## src/rtl/vram_arb_pkg.sv

```systemverilog
// Shared types and defaults for the VRAM arbiter: who owns the read return
// path, and which slot type the arbiter grants in a given cycle.
package vram_arb_pkg;

    typedef enum logic [1:0] {
        OWN_NONE,
        OWN_VGA,
        OWN_CPU
    } owner_t;

    typedef enum logic [2:0] {
        SLOT_NONE,
        SLOT_VGA,
        SLOT_CPU_RD,
        SLOT_DRAIN,
        SLOT_FORCE
    } slot_t;

    localparam int STARVE_LIMIT_DEFAULT = 8;

endpackage

```

## src/rtl/vram_wr_fifo.sv

```systemverilog
// Posted-write buffer: synchronous FIFO of (address, data) pairs. Push is
// ignored when full, pop is ignored when empty.
module vram_wr_fifo #(
    parameter int ADDR_W = 16,
    parameter int DATA_W = 32,
    parameter int DEPTH  = 4,
    parameter int CNT_W  = $clog2(DEPTH) + 1
) (
    input  logic              clk,
    input  logic              rst_n,
    input  logic              push,
    input  logic [ADDR_W-1:0] push_addr,
    input  logic [DATA_W-1:0] push_data,
    input  logic              pop,
    output logic              full,
    output logic              empty,
    output logic [ADDR_W-1:0] head_addr,
    output logic [DATA_W-1:0] head_data,
    output logic [CNT_W-1:0]  count
);

    localparam int PTR_W = $clog2(DEPTH);

    logic [ADDR_W-1:0] addr_mem [DEPTH];
    logic [DATA_W-1:0] data_mem [DEPTH];
    logic [PTR_W-1:0]  wr_ptr;
    logic [PTR_W-1:0]  rd_ptr;
    logic              do_push;
    logic              do_pop;

    assign full      = (count == CNT_W'(DEPTH));
    assign empty     = (count == '0);
    assign do_push   = push && !full;
    assign do_pop    = pop && !empty;
    assign head_addr = addr_mem[rd_ptr];
    assign head_data = data_mem[rd_ptr];

    // Depth is a power of two, so the pointers wrap by natural overflow.
    always_ff @(posedge clk or negedge rst_n) begin
        if (!rst_n) begin
            wr_ptr <= '0;
            rd_ptr <= '0;
            count  <= '0;
        end else begin
            if (do_push) wr_ptr <= wr_ptr + PTR_W'(1);
            if (do_pop)  rd_ptr <= rd_ptr + PTR_W'(1);
            if (do_push && !do_pop)      count <= count + CNT_W'(1);
            else if (do_pop && !do_push) count <= count - CNT_W'(1);
        end
    end

    always_ff @(posedge clk) begin
        if (do_push) begin
            addr_mem[wr_ptr] <= push_addr;
            data_mem[wr_ptr] <= push_data;
        end
    end

endmodule

```

## src/rtl/vram_arbiter.sv

```systemverilog
// Single-port VRAM arbiter: VGA scanout reads, CPU reads and posted CPU
// writes share one port; a starvation guard forces buffered writes out.
module vram_arbiter
    import vram_arb_pkg::*;
#(
    parameter int ADDR_W       = 16,
    parameter int DATA_W       = 32,
    parameter int FIFO_DEPTH   = 4,
    parameter int STARVE_LIMIT = STARVE_LIMIT_DEFAULT
) (
    input  logic              clk,
    input  logic              rst_n,
    input  logic              cpu_we,
    input  logic              cpu_re,
    input  logic [ADDR_W-1:0] cpu_addr,
    input  logic [DATA_W-1:0] cpu_wdata,
    output logic              cpu_busy,
    output logic [DATA_W-1:0] cpu_rdata,
    output logic              cpu_rvalid,
    input  logic              vga_req,
    input  logic [ADDR_W-1:0] vga_addr,
    output logic              vga_gnt,
    output logic [DATA_W-1:0] vga_rdata,
    output logic              vga_rvalid,
    output logic              vram_we,
    output logic [ADDR_W-1:0] vram_addr,
    output logic [DATA_W-1:0] vram_wdata,
    input  logic [DATA_W-1:0] vram_rdata
);

    localparam int CNT_W    = $clog2(FIFO_DEPTH) + 1;
    localparam int STARVE_W = $clog2(STARVE_LIMIT + 1);

    logic              fifo_full;
    logic              fifo_empty;
    logic              fifo_push;
    logic              fifo_pop;
    logic              has_data;
    logic [ADDR_W-1:0] head_addr;
    logic [DATA_W-1:0] head_data;
    logic [CNT_W-1:0]  fifo_count;
    logic [STARVE_W-1:0] starve_cnt;
    logic [DATA_W-1:0] cpu_rdata_q;
    logic [DATA_W-1:0] vga_rdata_q;
    owner_t            owner;
    slot_t             slot;

    vram_wr_fifo #(
        .ADDR_W (ADDR_W),
        .DATA_W (DATA_W),
        .DEPTH  (FIFO_DEPTH),
        .CNT_W  (CNT_W)
    ) u_wr_fifo (
        .clk       (clk),
        .rst_n     (rst_n),
        .push      (fifo_push),
        .push_addr (cpu_addr),
        .push_data (cpu_wdata),
        .pop       (fifo_pop),
        .full      (fifo_full),
        .empty     (fifo_empty),
        .head_addr (head_addr),
        .head_data (head_data),
        .count     (fifo_count)
    );

    assign has_data  = (fifo_count != '0);
    assign cpu_busy  = fifo_full;
    assign fifo_push = cpu_we && !fifo_full;

    // A CPU read waits while a write is being posted in the same cycle, so a
    // read never overtakes a store that is still entering the buffer.
    always_comb begin
        slot = SLOT_NONE;
        if (!rst_n)
            slot = SLOT_NONE;
        else if (has_data && starve_cnt == STARVE_W'(STARVE_LIMIT))
            slot = SLOT_FORCE;
        else if (vga_req)
            slot = SLOT_VGA;
        else if (cpu_re && fifo_empty && owner != OWN_CPU && !cpu_we)
            slot = SLOT_CPU_RD;
        else if (has_data)
            slot = SLOT_DRAIN;
    end

    assign fifo_pop = (slot == SLOT_DRAIN) || (slot == SLOT_FORCE);
    assign vga_gnt  = (slot == SLOT_VGA);
    assign vram_we  = fifo_pop;

    always_comb begin
        vram_addr  = '0;
        vram_wdata = '0;
        case (slot)
            SLOT_DRAIN, SLOT_FORCE: begin
                vram_addr  = head_addr;
                vram_wdata = head_data;
            end
            SLOT_VGA:    vram_addr = vga_addr;
            SLOT_CPU_RD: vram_addr = cpu_addr;
            default: begin
                vram_addr  = '0;
                vram_wdata = '0;
            end
        endcase
    end

    // The owner register steers the synchronous-read return one cycle later.
    assign cpu_rvalid = (owner == OWN_CPU);
    assign vga_rvalid = (owner == OWN_VGA);
    assign cpu_rdata  = cpu_rvalid ? vram_rdata : cpu_rdata_q;
    assign vga_rdata  = vga_rvalid ? vram_rdata : vga_rdata_q;

    always_ff @(posedge clk or negedge rst_n) begin
        if (!rst_n) begin
            owner       <= OWN_NONE;
            starve_cnt  <= '0;
            cpu_rdata_q <= '0;
            vga_rdata_q <= '0;
        end else begin
            cpu_rdata_q <= cpu_rdata;
            vga_rdata_q <= vga_rdata;
            case (slot)
                SLOT_VGA:    owner <= OWN_VGA;
                SLOT_CPU_RD: owner <= OWN_CPU;
                default:     owner <= OWN_NONE;
            endcase
            if (fifo_pop || !has_data)
                starve_cnt <= '0;
            else if (starve_cnt != STARVE_W'(STARVE_LIMIT))
                starve_cnt <= starve_cnt + STARVE_W'(1);
        end
    end

endmodule

```

## config.mk

```make
export PLATFORM = sky130hd
export DESIGN_NAME = vram_arbiter
export DESIGN_NICKNAME = d
export VERILOG_FILES = /design/src/rtl/vram_arb_pkg.sv /design/src/rtl/vram_wr_fifo.sv /design/src/rtl/vram_arbiter.sv
export SDC_FILE = /design/constraint.sdc
export NUM_CORES = 1
export LEC_CHECK = 0
export BUFFER_PORTS_ARGS = -buffer_cell sky130_fd_sc_hd__buf_2
export CAP_MARGIN = 20
export CORE_MARGIN = 2
export CORE_UTILIZATION = 45
export DETAILED_ROUTE_END_ITERATION = 12
export PLACE_DENSITY = 0.73
export SLEW_MARGIN = 30
export SYNTH_ARGS = -nofsm -noshare
export SYNTH_HDL_FRONTEND = slang
export SYNTH_SLANG_ARGS = --single-unit
```

## constraint.sdc

```tcl
create_clock -name clk -period 2.9 [get_ports clk]
set_clock_uncertainty 0.2 [all_clocks]
set_input_delay 0.435 -clock clk [delete_from_list [all_inputs] [get_ports clk]]
set_output_delay 0.435 -clock clk [all_outputs]
set_load 0.01 [all_outputs]
```

### Word level (Yosys, flattened, before mapping)

Memories as Yosys holds them, arrays and structs flattened.
Cells that the tools add are included.

* memories kept: 2
* word-level logic and storage cells: 62
* register bits after elaboration: 77
* output and inout port bits: 117
* bits in writable memories: 192
* input bits: 101

* multiplexer cells: 16
* equal/unequal tests: 10
* reductions and logical operators: 22
* $add $sub $neg: 5

Memory list
* u_wr_fifo.data_mem: words 4, width 32, rd ports 1, clocked after Yosys merged registers in 0, write ports 1, line vram_wr_fifo.sv:25 `logic [DATA_W-1:0] data_mem [DEPTH];`
* u_wr_fifo.addr_mem: words 4, width 16, rd ports 1, clocked after Yosys merged registers in 0, write ports 1, line vram_wr_fifo.sv:24 `logic [ADDR_W-1:0] addr_mem [DEPTH];`

Operator list (count)
* $mux 32: 3
* $pmux 16 s3: 1
* $mux 3: 4
* $logic_and 1x1->1: 9
* $mux 4: 2
* $eq 3x2->1 const B: 2
* $eq 3x3->1 const B: 2
* $logic_not 1->1: 6
* $mux 2: 3
* $add 2x1->2 const B: 2
* $add 4x1->4 const B: 1
* $eq 4x4->1 const B: 1
* $ne 4x4->1 const B: 1
* $pmux 2 s2: 1
* $reduce_bool 2->1: 2
* $add 3x1->3 const B: 1
* $eq 3x1->1 const B: 1
* $logic_not 3->1: 1
* $reduce_bool 3->1: 1
* $sub 3x1->3 const B: 1
* $eq 2x1->1 const B: 1
* $eq 2x2->1 const B: 1
* $logic_or 1x1->1: 2
* $mux 1: 2
* other kinds (2): 2

### Depth between registers and ports, before layout

Gate-level depths: netlist of the first run.

* word-level depth: 14
* mapped depth: 10
* mapped depth without buffers: 10

### Hierarchy

A second synthesis of the first run with hierarchy kept.

* cell total of the unflattened synthesis: 599
* area total of the unflattened synthesis: 10675.2 um2

Modules (own cells, without submodules)
* vram_wr_fifo: instances 1, sequential area each 5940.7 um2, area an instance 7410.9 um2, cells an instance 287
* vram_arbiter: instances 1, sequential area each 1751.7 um2, area an instance 3264.4 um2, cells an instance 312

### Worst setup path before layout of the first run

Ideal clock, no wire load.

* path kind: register to register
* start point: reg u_wr_fifo.count[2]
* end point: mem u_wr_fifo.addr_mem[0][0] (enable)
* path slack: 0.199 ns
* data required time: 2.290 ns
* path buffers: 1
* library setup time: 0.410 ns
* cell stages (with the launch flop): 5
* arrival: 2.090 ns
* period minus slack after synthesis: 2.701 ns
* cell sequence: dfrtp_1 nor3b_1 nor2b_1 clkbuf_1 and2_1

* word-level cells in the longest chain between the ends: 6

Ends and longest elaborated chain
* from (decl): line vram_wr_fifo.sv:19 `output logic [CNT_W-1:0] count`
* from (signal assigned): line vram_wr_fifo.sv:47 `if (do_push && !do_pop) count <= count + CNT_W'(1);`
* from (signal assigned): line vram_wr_fifo.sv:48 `else if (do_pop && !do_push) count <= count - CNT_W'(1);`
* $eq 3x3->1 *: line vram_wr_fifo.sv:31 `assign full = (count == CNT_W'(DEPTH));`
* via cpu_busy: line vram_arbiter.sv:17 `output logic cpu_busy,`
* $logic_not 1->1 *: line vram_wr_fifo.sv:33, vram_arbiter.sv:69
* $logic_and 1x1->1: line vram_arbiter.sv:69 `assign fifo_push = cpu_we && !fifo_full;`
* $logic_and 1x1->1 *: line vram_wr_fifo.sv:33 `assign do_push = push && !full;`
* via u_wr_fifo.do_push: line vram_wr_fifo.sv:28 `logic do_push;`
* $mux 1 *: line vram_wr_fifo.sv:53 `if (do_push) begin`
* $mux 1 (not written as such) *: line vram_wr_fifo.sv:54 `addr_mem[wr_ptr] <= push_addr;`
* to (decl): line vram_wr_fifo.sv:24

Mark *: on every way through the listed nets, which the timed path passes. The rest lies on a longest branch.

### Final worst setup path of the first run

* start point: reg starve_cnt[0]
* end point: out vram_addr[15]

* word-level cells in the longest chain between the ends: 7
* elaborated cells on any way between the ends: 10
* those cells by class: 5 x eq/ne; 3 x mux; 2 x reduce/logical

Ends and longest elaborated chain
* from (decl): line vram_arbiter.sv:42 `logic [STARVE_W-1:0] starve_cnt;`
* from (signal assigned): line vram_arbiter.sv:131 `starve_cnt <= starve_cnt + STARVE_W'(1);`
* $eq 4x4->1 *: line vram_arbiter.sv:77 `else if (has_data && starve_cnt == STARVE_W'(STARVE_LIMIT))`
* $logic_and 1x1->1 *: line vram_arbiter.sv:77
* $mux 3 *: line vram_arbiter.sv:77
* $mux 3 *: line vram_arbiter.sv:75 `if (!rst_n)`
* $eq 3x2->1 / $eq 3x3->1 (equally long branches): line vram_arbiter.sv:94 `case (slot)`
* $reduce_or 2->1: line vram_arbiter.sv:94
* $pmux 16 s3 *: line vram_arbiter.sv:94
* to (decl): line vram_arbiter.sv:26 `output logic [ADDR_W-1:0] vram_addr,`

Mark *: on every way between the ends. The rest lies on a longest branch, timed or not.

==> impl_metrics.json, run 1 <==
{
  "crit_path_top_delay_cell": "a221o_2",
  "ys_warn_count": 0,
  "cts_buffers": 28,
  "grt_overflow_total": 0,
  "ys_seq_area_share_pct": 72.26,
  "p_leak_nw": 5.809,
  "ys.flop_type": "edfxtp_1",
  "antenna_found_initial": 1,
  "synth_top_area_share_pct": 54.16,
  "rrSetupSlack_ns": 0.32,
  "crit-reg2reg-launch": "starve_cnt[0]$_DFFE_PN0P_",
  "gp_congestion": 0.7011,
  "post-dp-hpwl_microns": 15670,
  "core_area_sq_um": 23330,
  "fin_nets": 1071,
  "cts_tree": "built",
  "critPathArrivalTime_ns": 2.32,
  "grt_pass1_vias": 6813,
  "cp_cell_sequence": "inv_2 -> ha_4 -> and3b_2 -> o211ai_4 -> inv_4 -> buf_12 -> a221o_2 -> buf_6",
  "htree_levels": 1,
  "die_h_microns": 157.8,
  "min_period_ns": 2.956,
  "period_share_pct": 101.9,
  "drtAntennaViolNets": 0,
  "violations": "negative setup slack",
  "final_util_pct": 62.68,
  "worstSetupStartpointType": "register",
  "crit_type": "reg2out",
  "grt_usage_pct": 20.87,
  "die_area_sq_um": 24900,
  "start_util_pct": 45.62,
  "timing.critical_path.from": "starve_cnt[0]$_DFFE_PN0P_",
  "hold_viol_final": 0,
  "vias_per_cell": 5.217,
  "max_cap_viol_count": 0,
  "syn-num-nets": 727,
  "detail_route.iter0.violations": 538,
  "clkSinkCount": 269,
  "ys_ff_latch": 269,
  "cts_buffer_depth": 3,
  "io_pins": 218,
  "avgSynthCellArea_sq_um": 17.23,
  "reg2reg_depth": 12,
  "maxSlewViolCount": 0,
  "ys_types": 35,
  "drive_above_1_share_pct": 45.47,
  "fp.dieW_microns": 157.8,
  "setup_ws_ns": -0.05553,
  "cp-end-kind": "primary output",
  "nFillCells": 1638,
  "final_area_sq_um": 14630,
  "routed_wl_microns": 27280,
  "synth_edf_count": 192,
  "cp.required_ns": 2.27,
  "drtPass1Iterations": 5,
  "worst_pin_slew_ns": 0.7102,
  "rsz0062_at_grt": "yes",
  "grt_pass1_wl_microns": 39030,
  "cpPeakStageDelay_ns": 0.39,
  "powerDensity_nw_per_um2": 900.6,
  "async_flop_share_pct": 28.62,
  "fmax_ghz": 0.3383,
  "ir_drop_mv": 0.5798,
  "synthTopCellsByArea": "edfxtp_1 54%, dfrtp_1 18%, mux4_2 10%, mux2_2 3.6%, nand2_1 3.4%",
  "max_slew_margin_pct": 52.65,
  "hold_class": "in2reg",
  "vias": 6792,
  "antenna_cells": 0,
  "post_dp_cell_area_sq_um": 12240,
  "rows": 56,
  "yosysTopAreaCell": "edfxtp_1",
  "placedCellCount": 1145,
  "clkLatencyLatePin_ns": 0.55,
  "wl_per_cell_microns": 20.95,
  "regToRegEndpoint": "u_wr_fifo.count[2]$_DFFE_PN0P_",
  "synthToLayoutAreaGrowth_pct": 37.39,
  "post-route-drc-count": 0,
  "synthCells": 618,
  "outcome": "finished, violations left",
  "cts_root_buf": "clkbuf_16",
  "worst_hold_slack_ns": 0.08897,
  "grt_start_max_net_pins": 60,
  "port_buffers": 217,
  "syn-cell-area_sq_um": 10650,
  "critical_path.endpoint": "vram_addr[15]",
  "setup_viol": 10,
  "critPathMaxFanout": 13,
  "clk_pin_slew_ns": 0.06,
  "finalNonFillerCells": 1302
}
==> cell usage after synthesis, drive strengths merged (7+ instances only) <==
master    n
edfxtp  192
nand2    97
dfrtp    77
mux4     48
and2     36
mux2     34
clkbuf   20
a21oi    18
nand3    18
buf      17
a221o    16
inv       9
ha        7
==> how the worst min path moves through the flow <==
stage,end,startpoint,cells after the start,slack [ns]
after floorplan,cpu_rdata_q[0]$_DFF_PN0_,rst_n,0,-0.06
after global placement,cpu_rdata_q[26]$_DFF_PN0_,rst_n,2,0.23
after detailed placement,vga_rdata_q[22]$_DFF_PN0_,rst_n,2,0.24
after CTS,owner[0]$_DFF_PN0_,vga_req,3,0.03
after global routing,owner[0]$_DFF_PN0_,vga_req,3,0.09
final,owner[0]$_DFF_PN0_,vga_req,3,0.09
==> routing by layer <==
layer	global-route usage [%]	up-vias	part of all wire, %
met5	0	-	0.059
met4	6.104	2	2.4
met3	3.778	58	7.9
met2	35.88	332	50
met1	27.28	3375	40
li1	-	3025	-
==> cells by family after synthesis <==
kind of cell               after synthesis  share of synthesized area (%)
AOI/OAI and AO/OA                       39                          2.844
xor gates and xnor gates                 9                         0.7404
adders and majority gates                8                          1.011
buffers and inverters                   46                          2.010
DFF                                    269                          72.26
muxes                                   82                          13.75
and+or+nand+nor                        165                          7.381
==> cell usage in the layout (no fill, tap or decap), types with 12 or more instances in the layout <==
cell type        n
buf_6           44
and2_4          29
mux2_2          34
nand3_1         18
a21oi_1         18
dlygate4sd3_1   81
buf_12          12
buf_2          178
mux4_2          48
clkbuf_16       29
buf_4           32
dfrtp_1         74
nand2_1         97
edfxtp_1       192
==> registers in the layout (all words and copies together), names as in the netlist <==
register	flops
u_wr_fifo.count	3
u_wr_fifo.addr_mem	64
u_wr_fifo.data_mem	128
owner	2
u_wr_fifo.rd_ptr	2
u_wr_fifo.wr_ptr	2
starve_cnt	4
cpu_rdata_q	32
vga_rdata_q	32
==> critical path: cells and delay by family (launching register included) <==
kind            cells  cell delay (ns)
compound gates      2             0.58
fa+ha+maj           1             0.16
buf+inv             4             0.43
flops               1             0.36
simple gates        1             0.23
==> through the flow <==
stage	setup TNS, ns	setup slack, ns	power [mW]
2_1_floorplan	0	0.1995	7.705
3_3_place_gp	0	0.3673	9.022
3_5_place_dp	0	0.3174	9.101
4_1_cts	-3.794	-0.1662	12.84
5_1_grt	-1.301	-0.1163	13.79
6_report	-0.2884	-0.05553	13.17
==> report_power, final <==
part           switching (mW)  internal, mW  total, mW
logic                    2.15          2.22       4.37
registers               0.303          5.12       5.42
clock network            1.43          1.95       3.38
==> what timing repair did <==
item / 4_1_cts / 5_1_grt
gates resized for setup: 24 / 70
endpoints found under the setup margin: 48 / 48
buffers inserted: 13 / 9
hold buffers: 81 / 0
pin swaps: 1 / 5
cloned: 4 / 1
hold endpoints to repair: 273 / 0
==> layout make-up <==
type | count | area, sq um | area share [%]
Inverter | 9 | 36.28 | 0.2481
Timing Repair Buffer | 351 | 2773 | 18.96
Clock inverter | 18 | 150.1 | 1.027
Sequential cell | 269 | 7701 | 52.66
Tap cell | 319 | 399.1 | 2.729
Multi-Input combinational cell | 303 | 2846 | 19.46
Clock buffer | 33 | 719.4 | 4.919
Power figures use the tool's default switching activity.
==> run 2, diff against run 1 <==
==> constraint.sdc (replaced) <==
create_clock -name clk -period 2.92 [get_ports clk]
set_clock_uncertainty 0.2 [all_clocks]
set_input_delay 0.438 -clock clk [delete_from_list [all_inputs] [get_ports clk]]
set_output_delay 0.438 -clock clk [all_outputs]
set_load 0.01 [all_outputs]
==> impl_metrics.json, run 2 (synthesis gave the netlist of run 1 again) <==
{
  "drtPass1Iterations": 5,
  "die_area_sq_um": 24900,
  "fin_nets": 1058,
  "final_cell_mix": "208 x buf_2, 192 x edfxtp_1, 97 x nand2_1",
  "grt_pass1_wl_microns": 37250,
  "htree_levels": 1,
  "setup_viol": 15,
  "clk_pin_slew_ns": 0.06,
  "crit-reg2reg-launch": "starve_cnt[1]$_DFFE_PN0P_",
  "cp_cell_sequence": "inv_2 -> ha_4 -> and3b_2 -> o211ai_4 -> inv_4 -> buf_12 -> a221o_2 -> buf_6",
  "setup_ws_ns": -0.04421,
  "hold_class": "in2reg",
  "grt_start_max_net_pins": 60,
  "grt_usage_pct": 19.72,
  "vias": 6561,
  "worstSetupStartpointType": "register",
  "fp.dieW_microns": 157.8,
  "antenna_cells": 0,
  "regToRegEndpoint": "u_wr_fifo.count[2]$_DFFE_PN0P_",
  "cp.required_ns": 2.28,
  "gp_congestion": 0.7214,
  "detail_route.iter0.violations": 422,
  "routed_wl_microns": 25260,
  "die_h_microns": 157.8,
  "clkSinkCount": 269,
  "crit_type": "reg2out",
  "finalNonFillerCells": 1289,
  "seq_area_sq_um": 7701,
  "placedCellCount": 1148,
  "critPathArrivalTime_ns": 2.33,
  "clkLatencyLatePin_ns": 0.53,
  "nFillCells": 1741,
  "reg_top3": "u_wr_fifo.data_mem x128, u_wr_fifo.addr_mem x64",
  "post-dp-hpwl_microns": 15800,
  "violations": "negative setup slack",
  "rrSetupSlack_ns": 0.30,
  "grt_pass1_vias": 6691,
  "layout_commonest_cell": "buf_2",
  "drtAntennaViolNets": 0,
  "drive_above_1_share_pct": 41.65,
  "cts_buffers": 28,
  "reg2reg_depth": 12,
  "max_slew_margin_pct": 52.52,
  "outcome": "finished, violations left",
  "io_pins": 218,
  "start_util_pct": 45.62,
  "max_cap_viol_count": 0,
  "multi_input_area_sq_um": 2774,
  "p_leak_nw": 5.629,
  "maxSlewViolCount": 0,
  "cts_tree": "built",
  "rows": 56,
  "port_buffers": 217,
  "fmax_ghz": 0.3374,
  "critPathMaxFanout": 23,
  "post-route-drc-count": 0,
  "min_period_ns": 2.964,
  "critical_path.endpoint": "vram_addr[10]",
  "ir_drop_mv": 0.4961,
  "cpPeakStageDelay_ns": 0.38,
  "worst_pin_slew_ns": 0.7122,
  "vias_per_cell": 5.090,
  "wl_per_cell_microns": 19.60,
  "rsz0062_at_grt": "yes",
  "powerDensity_nw_per_um2": 884.9,
  "top_register": "u_wr_fifo.data_mem",
  "largest_register_ffs": 128,
  "antenna_found_initial": 2,
  "cp-end-kind": "primary output",
  "cts_root_buf": "clkbuf_16",
  "core_area_sq_um": 23330,
  "timing.critical_path.from": "starve_cnt[1]$_DFFE_PN0P_",
  "cts_buffer_depth": 3,
  "total_power_mw": 12.52,
  "hold_viol_final": 0,
  "worst_hold_slack_ns": 0.08898,
  "grt_overflow_total": 0,
  "period_share_pct": 101.5,
  "synthToLayoutAreaGrowth_pct": 32.89,
  "crit_path_top_delay_cell": "dfrtp_1"
}
-- run 2: cell types whose count changed in the layout (fill, tap and decap cells not counted), sizes merged --
cell and change:
clkinv +2, bufinv -1, buf -13, clkinvlp -1
-- run 2: metrics by stage --
step | utilization, % | cell area (sq um) | setup TNS (ns) | setup WS [ns]
3_5_place_dp | 52.57 | 12270 | 0 | 0.3473
3_3_place_gp | 52.57 | 12270 | 0 | 0.3749
2_1_floorplan | - | 10650 | 0 | 0.2195
6_report | 60.63 | 14150 | -0.2745 | -0.04421
5_1_grt | 60.63 | 14150 | -2.759 | -0.1386
4_1_cts | 60.04 | 14010 | -1.325 | -0.1050
-- run 2: per-layer routing --
metal | wire length, microns | vias to the layer above | part of all wire [%] | track usage (%)
met5 | 23 | - | 0.091 | 0
met3 | 1937 | 50 | 7.7 | 4.517
met2 | 12380 | 262 | 49 | 34.00
met1 | 10350 | 3241 | 41 | 25.18
li1 | - | 3004 | - | -
met4 | 574 | 4 | 2.3 | 5.455
-- run 2: worst min-delay path by stage --
stage	startpoint	to	slack, ns	cells after the start
2_1_floorplan	rst_n	cpu_rdata_q[0]$_DFF_PN0_	-0.06	0
3_3_place_gp	rst_n	cpu_rdata_q[26]$_DFF_PN0_	0.24	2
3_5_place_dp	rst_n	cpu_rdata_q[26]$_DFF_PN0_	0.25	2
4_1_cts	vga_req	owner[0]$_DFF_PN0_	0.04	3
5_1_grt	vga_req	owner[0]$_DFF_PN0_	0.08	3
6_report	vga_req	owner[0]$_DFF_PN0_	0.09	3
-- run 2: critical path, delay by kind of cell, from the launching register on --
family | cells | cell delay, ns
fa+ha+maj | 1 | 0.16
flops | 1 | 0.38
compound gates | 2 | 0.58
buf+inv | 4 | 0.43
simple gates | 1 | 0.24
-- run 2: what timing repair did --
action | in CTS | in global routing
pin swaps | 2 | 3
buffers inserted | 5 | 3
resized for setup | 11 | 20
endpoints found under the setup margin | 48 | 24
endpoints found under the hold margin | 272 | 0
cloned | 0 | 1
hold buffers | 81 | 0
-- run 2: area by class of cell --
| cell class | instances | area share (%) |
|---|---|---|
| sequential | 269 | 54.44 |
| multi-input combinational | 303 | 19.61 |
| timing repair buffer | 338 | 16.84 |
| clock buffer | 33 | 5.157 |
| tap | 319 | 2.822 |
| clock inverter | 18 | 0.8756 |
| inverter | 9 | 0.2565 |
-- run 2: power breakdown --
part | internal (mW) | leakage [nW] | switching, mW
logic | 1.89 | 2.58 | 1.96
clock network | 1.87 | 0.421 | 1.40
registers | 5.08 | 2.63 | 0.316
